`src/rtl/alu_pkg.sv`:
```
// Shared ALU definitions: sequencer state encoding and default slice geometry.
package alu_pkg;

    localparam int ADD_SLICE_W = 8;
    localparam int ADD_SLICES  = 4;

    typedef enum logic [1:0] {
        IDLE = 2'd0,
        RUN  = 2'd1,
        DONE = 2'd2
    } state_t;

endpackage

```
`src/rtl/wide_add_seq_adder8.sv`:
```
// Combinational N-bit ripple-carry slice; also exposes the carry into its MSB.
import alu_pkg::*;

module adder8 #(
    parameter int N = ADD_SLICE_W
) (
    input  logic [N-1:0] a,
    input  logic [N-1:0] b,
    input  logic         cin,
    output logic [N-1:0] s,
    output logic         cout,
    output logic         c_msb
);

    logic [N:0] c;

    always_comb begin
        c    = '0;
        s    = '0;
        c[0] = cin;
        for (int i = 0; i < N; i++) begin
            s[i]   = a[i] ^ b[i] ^ c[i];
            c[i+1] = (a[i] & b[i]) | (c[i] & (a[i] ^ b[i]));
        end
    end

    assign cout  = c[N];
    assign c_msb = c[N-1];

endmodule

```
`src/rtl/wide_add_seq.sv`:
```
// Wide adder that reuses one N-bit slice over SLICES cycles, LSB slice first.
// Define WIDE_ADD_SUB_EN to add the op_sub port and subtraction support.
import alu_pkg::*;

module wide_add_seq #(
    parameter int N      = ADD_SLICE_W,
    parameter int SLICES = ADD_SLICES,
    parameter int W      = N * SLICES
) (
    input  logic         clk,
    input  logic         rst,
    input  logic         start,
`ifdef WIDE_ADD_SUB_EN
    input  logic         op_sub,
`endif
    input  logic [W-1:0] a,
    input  logic [W-1:0] b,
    output logic         busy,
    output logic         done,
    output logic [W-1:0] sum,
    output logic         cout,
    output logic         ovf,
    output logic [1:0]   dbg_state
);

    localparam int IW = $clog2(SLICES);

    state_t        state;
    logic [IW-1:0] idx;
    logic          carry_q;
    logic [W-1:0]  a_q;
    logic [W-1:0]  b_q;
    logic          sub;

    logic [N-1:0]  slice_s;
    logic          slice_cout;
    logic          slice_c_msb;

`ifdef WIDE_ADD_SUB_EN
    assign sub = op_sub;
`else
    assign sub = 1'b0;
`endif

    adder8 #(.N(N)) u_slice (
        .a     (a_q[idx*N +: N]),
        .b     (b_q[idx*N +: N]),
        .cin   (carry_q),
        .s     (slice_s),
        .cout  (slice_cout),
        .c_msb (slice_c_msb)
    );

    always_ff @(posedge clk or posedge rst) begin
        if (rst) begin
            state   <= IDLE;
            idx     <= '0;
            carry_q <= 1'b0;
            a_q     <= '0;
            b_q     <= '0;
            sum     <= '0;
            cout    <= 1'b0;
            ovf     <= 1'b0;
        end else begin
            case (state)
                IDLE: begin
                    if (start) begin
                        state   <= RUN;
                        a_q     <= a;
                        b_q     <= sub ? ~b : b;
                        carry_q <= sub;
                        idx     <= '0;
                        sum     <= '0;
                        cout    <= 1'b0;
                        ovf     <= 1'b0;
                    end
                end
                RUN: begin
                    sum[idx*N +: N] <= slice_s;
                    carry_q         <= slice_cout;
                    if (idx == IW'(SLICES - 1)) begin
                        // Only the top slice's MSB carries define signed overflow.
                        state <= DONE;
                        cout  <= slice_cout;
                        ovf   <= slice_cout ^ slice_c_msb;
                    end else begin
                        idx <= idx + 1'b1;
                    end
                end
                DONE:    state <= IDLE;
                default: state <= IDLE;
            endcase
        end
    end

    assign busy      = (state != IDLE);
    assign done      = (state == DONE);
    assign dbg_state = state;

endmodule
```
`config.mk`:
```
export PLATFORM = sky130hd
export DESIGN_NAME = wide_add_seq
export DESIGN_NICKNAME = d
export VERILOG_FILES = /design/src/rtl/alu_pkg.sv /design/src/rtl/wide_add_seq_adder8.sv /design/src/rtl/wide_add_seq.sv
export SDC_FILE = /design/constraint.sdc
export NUM_CORES = 1
export LEC_CHECK = 0
export CORE_MARGIN = 2
export CORE_UTILIZATION = 45
export DETAILED_ROUTE_END_ITERATION = 6
export PLACE_DENSITY = 0.77
export SLEW_MARGIN = 30
export SYNTH_ARGS = -nofsm -noshare
export SYNTH_HDL_FRONTEND = slang
export SYNTH_HIERARCHICAL = 1
export SYNTH_SLANG_ARGS = --single-unit
```
`constraint.sdc`:
```
create_clock -name clk -period 5.45 [get_ports clk]
set_clock_uncertainty 0.05 [all_clocks]
set_input_delay 0.8175 -clock clk [delete_from_list [all_inputs] [get_ports clk]]
set_output_delay 0.8175 -clock clk [all_outputs]
set_load 0.01 [all_outputs]
```
# [After elaboration in Yosys (flattened, before gate mapping)]
# Cells that the tools add are included.
[op_classes] add_sub_neg=2 n_eq_ne=6 shifts=4 n_mux=15 n_bitwise=41 n_reduce_logical=8
[op_table] op="$pmux 32 s2" count=1
[op_table] op="$shiftx 32x6->8" count=2
[op_table] op="$neg 5->34" count=1
[op_table] op="$shift 8x34->32 const A" count=1
[op_table] op="$shiftx 8x34->32" count=1
[op_table] op="$bwmux 32" count=1
[op_table] op="$mux 32" count=1
[op_table] op="$xor 1x1->1" count=17
[op_table] op="$and 1x1->1" count=16
[op_table] op="$mux 2" count=4
[op_table] op="$or 1x1->1" count=8
[op_table] op="$pmux 2 s2" count=2
[op_table] op="$ne 2x2->1 const B" count=3
[op_table] op="$pmux 1 s2" count=3
[op_table] op="$reduce_and 2->1" count=3
[op_table] op="$reduce_and 3->1" count=2
[op_table] op="$eq 2x2->1 const B" count=2
[op_table] op="$reduce_bool 2->1" count=2
[op_table] op="$mux 1" count=3
[op_table] op="$add 2x1->2 const B" count=1
[op_table] op="$eq 2x1->1 const B" count=1
[op_table] op="$logic_not 2->1" count=1
[totals] ff_bits=103 input_bits=67 out_inout_bits=38

# [Longest topological paths before layout]
[depth] word_depth=21 depth_mapped=16

# [Hierarchy]
# The synthesis kept the hierarchy.
[by_module_without_submodules] module="wide_add_seq" n_inst=1 cells_each=272 area_each_um2=4428.0
[by_module_without_submodules] module="adder8" n_inst=1 cells_each=18 area_each_um2=197.7

# [Worst setup path before layout]
# OpenSTA, ideal clock, no wires.
[synth_timing] path_type="register -> register" start="reg idx[0]" end="reg ovf" setup_time_ps=121 arrival_time_ps=4354 required_time_ps=5279 setup_slack_ps=925 path_stages_with_launch=17 synth_period_minus_slack_ps=4525 cell_sequence="dfrtp_1 -> buf_6 -> mux4_2 -> fa_1 -> inv_1 -> fa_1 -> inv_1 -> fa_1 -> fa_1 -> fa_1 -> fa_1 -> inv_1 -> fa_1 -> inv_1 -> fa_1 -> xor2_1 -> a22o_1"
[synth_between] elab_chain_cells=21 word_cells_on_any_way=40
[synth_rtl] element="start: declaration" line_no="wide_add_seq.sv:29" rtl="logic [IW-1:0] idx;"
[synth_rtl] element="start signal: assignment" line_no="wide_add_seq.sv:87" rtl="idx <= idx + 1'b1;"
[synth_rtl] element="$shiftx 32x6->8, on equally long branches" line_no="wide_add_seq.sv:46, wide_add_seq.sv:47"
[synth_rtl] element="$xor 1x1->1" line_no="wide_add_seq_adder8.sv:23" rtl="c[i+1] = (a[i] & b[i]) | (c[i] & (a[i] ^ b[i]));"
[synth_rtl] element="$and 1x1->1" line_no="wide_add_seq_adder8.sv:23"
[synth_rtl] element="$or 1x1->1" line_no="wide_add_seq_adder8.sv:23"
[synth_rtl] element="$and 1x1->1" line_no="wide_add_seq_adder8.sv:23"
[synth_rtl] element="$or 1x1->1" line_no="wide_add_seq_adder8.sv:23"
[synth_rtl] element="$and 1x1->1" line_no="wide_add_seq_adder8.sv:23"
[synth_rtl] element="$or 1x1->1" line_no="wide_add_seq_adder8.sv:23"
[synth_rtl] element="[... 7 more ...]"
[synth_rtl] element="$or 1x1->1 *" line_no="wide_add_seq_adder8.sv:23"
[synth_rtl] element="net slice_c_msb" line_no="wide_add_seq.sv:37" rtl="logic slice_c_msb;"
[synth_rtl] element="$and 1x1->1 *" line_no="wide_add_seq_adder8.sv:23"
[synth_rtl] element="$or 1x1->1 *" line_no="wide_add_seq_adder8.sv:23"
[synth_rtl] element="net slice_cout" line_no="wide_add_seq.sv:36" rtl="logic slice_cout;"
[synth_rtl] element="$xor 1x1->1 *" line_no="wide_add_seq.sv:85" rtl="ovf <= slice_cout ^ slice_c_msb;"
[synth_rtl] element="$mux 1 *" line_no="wide_add_seq.sv:81" rtl="if (idx == IW'(SLICES - 1)) begin"
[synth_rtl] element="$pmux 1 s2 *" line_no="wide_add_seq.sv:65" rtl="case (state)"
[synth_rtl] element="end signal: assignment" line_no="wide_add_seq.sv:85"
[synth_rtl] element="end: declaration" line_no="wide_add_seq.sv:22" rtl="output logic ovf,"
# Mark *: on every way through the listed nets, which the timed path passes. The rest lies on a longest branch. The select of a mux whose other input is x is not followed.
# A chain may end at the register's enable or synchronous reset.

# [Worst setup path after layout]
# Ends and elaborated chain as after synthesis.

==> impl_metrics.ini <==
[cells_and_area]
drive_gt1_share_pct = 15.0
areaGrowthSynthToFinish_pct = 28.6
n_antenna_cell = 0
fin_util_pct = 58.7
nets = 477
num-fill-cells = 763

[setup_path]
critical_path.top_delay_family = adder cells
critPathMaxFanout = 24
cp_common_cell = fa_1
cp_cell_sequence = buf_4 > mux4_2 > fa_1 > inv_1 > fa_1 > inv_1 > fa_1 > fa_1 > fa_1 > fa_1 > inv_1 > fa_1 > inv_1 > fa_1 > xor2_1 > a22o_1
cpPeakStageDelay_ns = 0.42
cp_slowest_cell = fa_1
critical_path_class = reg2reg
critPathCaptureType = flip-flop
critical_path_buf_inv_count = 5
critPathRequiredTime_ns = 5.66
r2r_slack_ns = 0.88
r2r_end = ovf$_DFFE_PP0P_
worstRegToRegCells = 16
start_kind = flip-flop
r2r-start = idx[0]$_DFFE_PP0P_
worstPathArrival_ns = 4.78

[die]
start_util_pct = 45.6
die_x_microns = 105
die_h_microns = 105
ios = 105
core_region_area_sq_mm = 0.0101
die-area_sq_mm = 0.0111
rows = 37

[synthesis]
yosysTopAreaCellShare_pct = 55.7
synth_common_cells = 103 x dfrtp_1, 50 x mux2_1, 37 x a22o_1, 16 x mux4_2, 14 x mux2_2
ys_types = 29
synth_nets = 371
ys_seq_area_share_pct = 55.7
yosysWarnings = 6
synth.largest_area_cell = dfrtp_1
synthTopCellsByArea = dfrtp_1 56%, mux2_1 12%, mux4_2 7.8%
async_flop_share_pct = 100
syn_avg_cell_area_sq_um = 16.0
ys.flop_type = dfrtp_1
netlist_instances = 290
synthesis.area_sq_mm = 0.00463
yosysMostFrequentCell = dfrtp_1
ys_seq_elements = 103
synth_edf_count = 0

[min_path]
hold_class = reg2reg
hp-start = b_q[22]$_DFFE_PP0P_
hold_depth = 1
min_to = b_q[22]$_DFFE_PP0P_

[drt]
wl_microns = 9450
vias_per_cell = 5.22
dr_total_vias = 2801
ant_nets = 0
dr.pass1.iters = 4
drt-initial-drc-count = 126
drc = 0
wire_per_inst_microns = 17.6

[cts]
insertion_delay_ns = 0.37
cts_tree = built
hold_buffers = 0
cts_root_buf = clkbuf_8
cts_setup_buffers = 0
cts.path.max_buffers = 2
post_cts_resized = 0
clkSinkCount = 103
ctsHtreeMaxLevel = 3
clk_pin_slew_worst_paths_ns = 0.10
cts_buffers = 9

[timing]
hold_ws_ns = 0.436
hold_violations = 0
fmax_mhz = 219
period_minus_slack_ns = 4.57
drv_slew = 0
finalSetupTns_ns = 0
fin_crit_sh_pct = 83.8
setup-violations-final = 0
rsz0062_at_grt = no
max_slew_margin_pct = 45.3
tightest_slew_ns = 0.820

[global_routing]
overflow = 0
antenna_found_initial = 0
grt_pass1_wl_microns = 15200
grt_pass1_vias = 2960
grt_max_degree = 66
grt_use_total_pct = 17.9

[power]
p_int_mw = 2.26
switching_power_mw = 1.45
power_frac_seq_pct = 35.4
p_clk_share_pct = 12.0
powerDensity_mw_per_mm2 = 623
ir_drop_mv = 0.331
swShare_pct = 39.0
p_comb_share_pct = 52.6
p_leak_nw = 2.54

[place]
hpwl_microns = 7040
gp_congestion = 0.817
portBuffers = 104

[status]
status = completed

[job]
drv_cap = 0
-- worst max path at each step --
| stage | slack (ns) | depth (start not counted) | endpoint | from |
|---|---|---|---|---|
| after floorplan | 0.92 | 16 | ovf$_DFFE_PP0P_ | idx[0]$_DFFE_PP0P_ |
| after global placement | 0.95 | 16 | ovf$_DFFE_PP0P_ | idx[0]$_DFFE_PP0P_ |
| after detailed placement | 0.87 | 16 | ovf$_DFFE_PP0P_ | idx[0]$_DFFE_PP0P_ |
| after CTS | 0.86 | 16 | ovf$_DFFE_PP0P_ | idx[0]$_DFFE_PP0P_ |
| after global routing | 0.64 | 16 | ovf$_DFFE_PP0P_ | idx[0]$_DFFE_PP0P_ |
| final | 0.88 | 16 | ovf$_DFFE_PP0P_ | idx[0]$_DFFE_PP0P_ |
-- layout by cell type, fill, tap and decap left out, types with 6 or more instances in the layout --
cell / n
nand2_1: 7
a22o_1: 37
clkdlybuf4s50_1: 104
mux4_2: 16
fa_1: 8
ha_1: 6
dfrtp_1: 103
mux2_1: 50
mux2_2: 14
clkbuf_8: 10
inv_1: 12
-- per-stage QoR --
step	worst slack (ns)	area [sq um]	power, mW	std cells
floorplan	0.925	4630	2.64	290
global placement	0.945	5770	3.21	521
detailed placement	0.873	5770	3.29	521
CTS	0.864	5950	3.73	537
global route	0.637	5950	3.96	537
finish	0.883	5950	3.71	537
-- power groups by stage --
stage               combinational (mW)  sequential, mW  clock, mW
floorplan                         1.35            1.30          0
global placement                  1.90            1.32          0
detailed placement                1.96            1.33          0
CTS                               1.97            1.31      0.451
global route                      2.12            1.36      0.481
finish                            1.95            1.31      0.446
-- flip-flops by register name (all words and copies together), names as in the netlist --
| signal | count |
|---|---|
| a_q | 32 |
| b_q | 32 |
| carry_q | 1 |
| cout | 1 |
| dbg_state | 2 |
| idx | 2 |
| ovf | 1 |
| sum | 32 |
-- worst reg2reg max path, cell delays in order (launching register included) --
cell     delay (ns)
dfrtp_1        0.38
buf_4          0.39
mux4_2         0.40
fa_1           0.39
inv_1          0.08
fa_1           0.16
inv_1          0.05
fa_1           0.37
fa_1           0.38
fa_1           0.39
fa_1           0.36
inv_1          0.08
fa_1           0.15
inv_1          0.07
fa_1           0.42
xor2_1         0.18
a22o_1         0.18
-- layer usage --
metal / vias up / share of wire, % / track usage [%]
met5: - / 0 / 0
met4: 0 / 1.9 / 6.76
met3: 14 / 4.5 / 3.59
met2: 83 / 49 / 29.5
met1: 1431 / 44 / 23.5
li1: 1273 / - / -
-- cells by family (layout without fill, tap and decap cells) --
family / count (synthesis) / after routing / share of synthesized area [%]
compound gates: 44 / 44 / 8.03
flops: 103 / 103 / 55.7
mux: 81 / 81 / 23.7
fa+ha+maj: 14 / 14 / 5.09
simple gates: 20 / 20 / 3.81
xor+xnor: 1 / 1 / 0.189
buf+inv: 27 / 138 / 3.46
-- area by class of cell --
cell class | count | area, sq um | share of cell area, %
repair buffers | 108 | 1070 | 18.0
clock inverters | 6 | 43.8 | 0.736
multi-input cells | 160 | 1890 | 31.8
well taps | 136 | 170 | 2.86
inverters | 14 | 55.1 | 0.925
flip-flops and latches | 103 | 2580 | 43.3
clock buffers | 10 | 138 | 2.31
No activity file was read; power rests on OpenSTA's default activity.
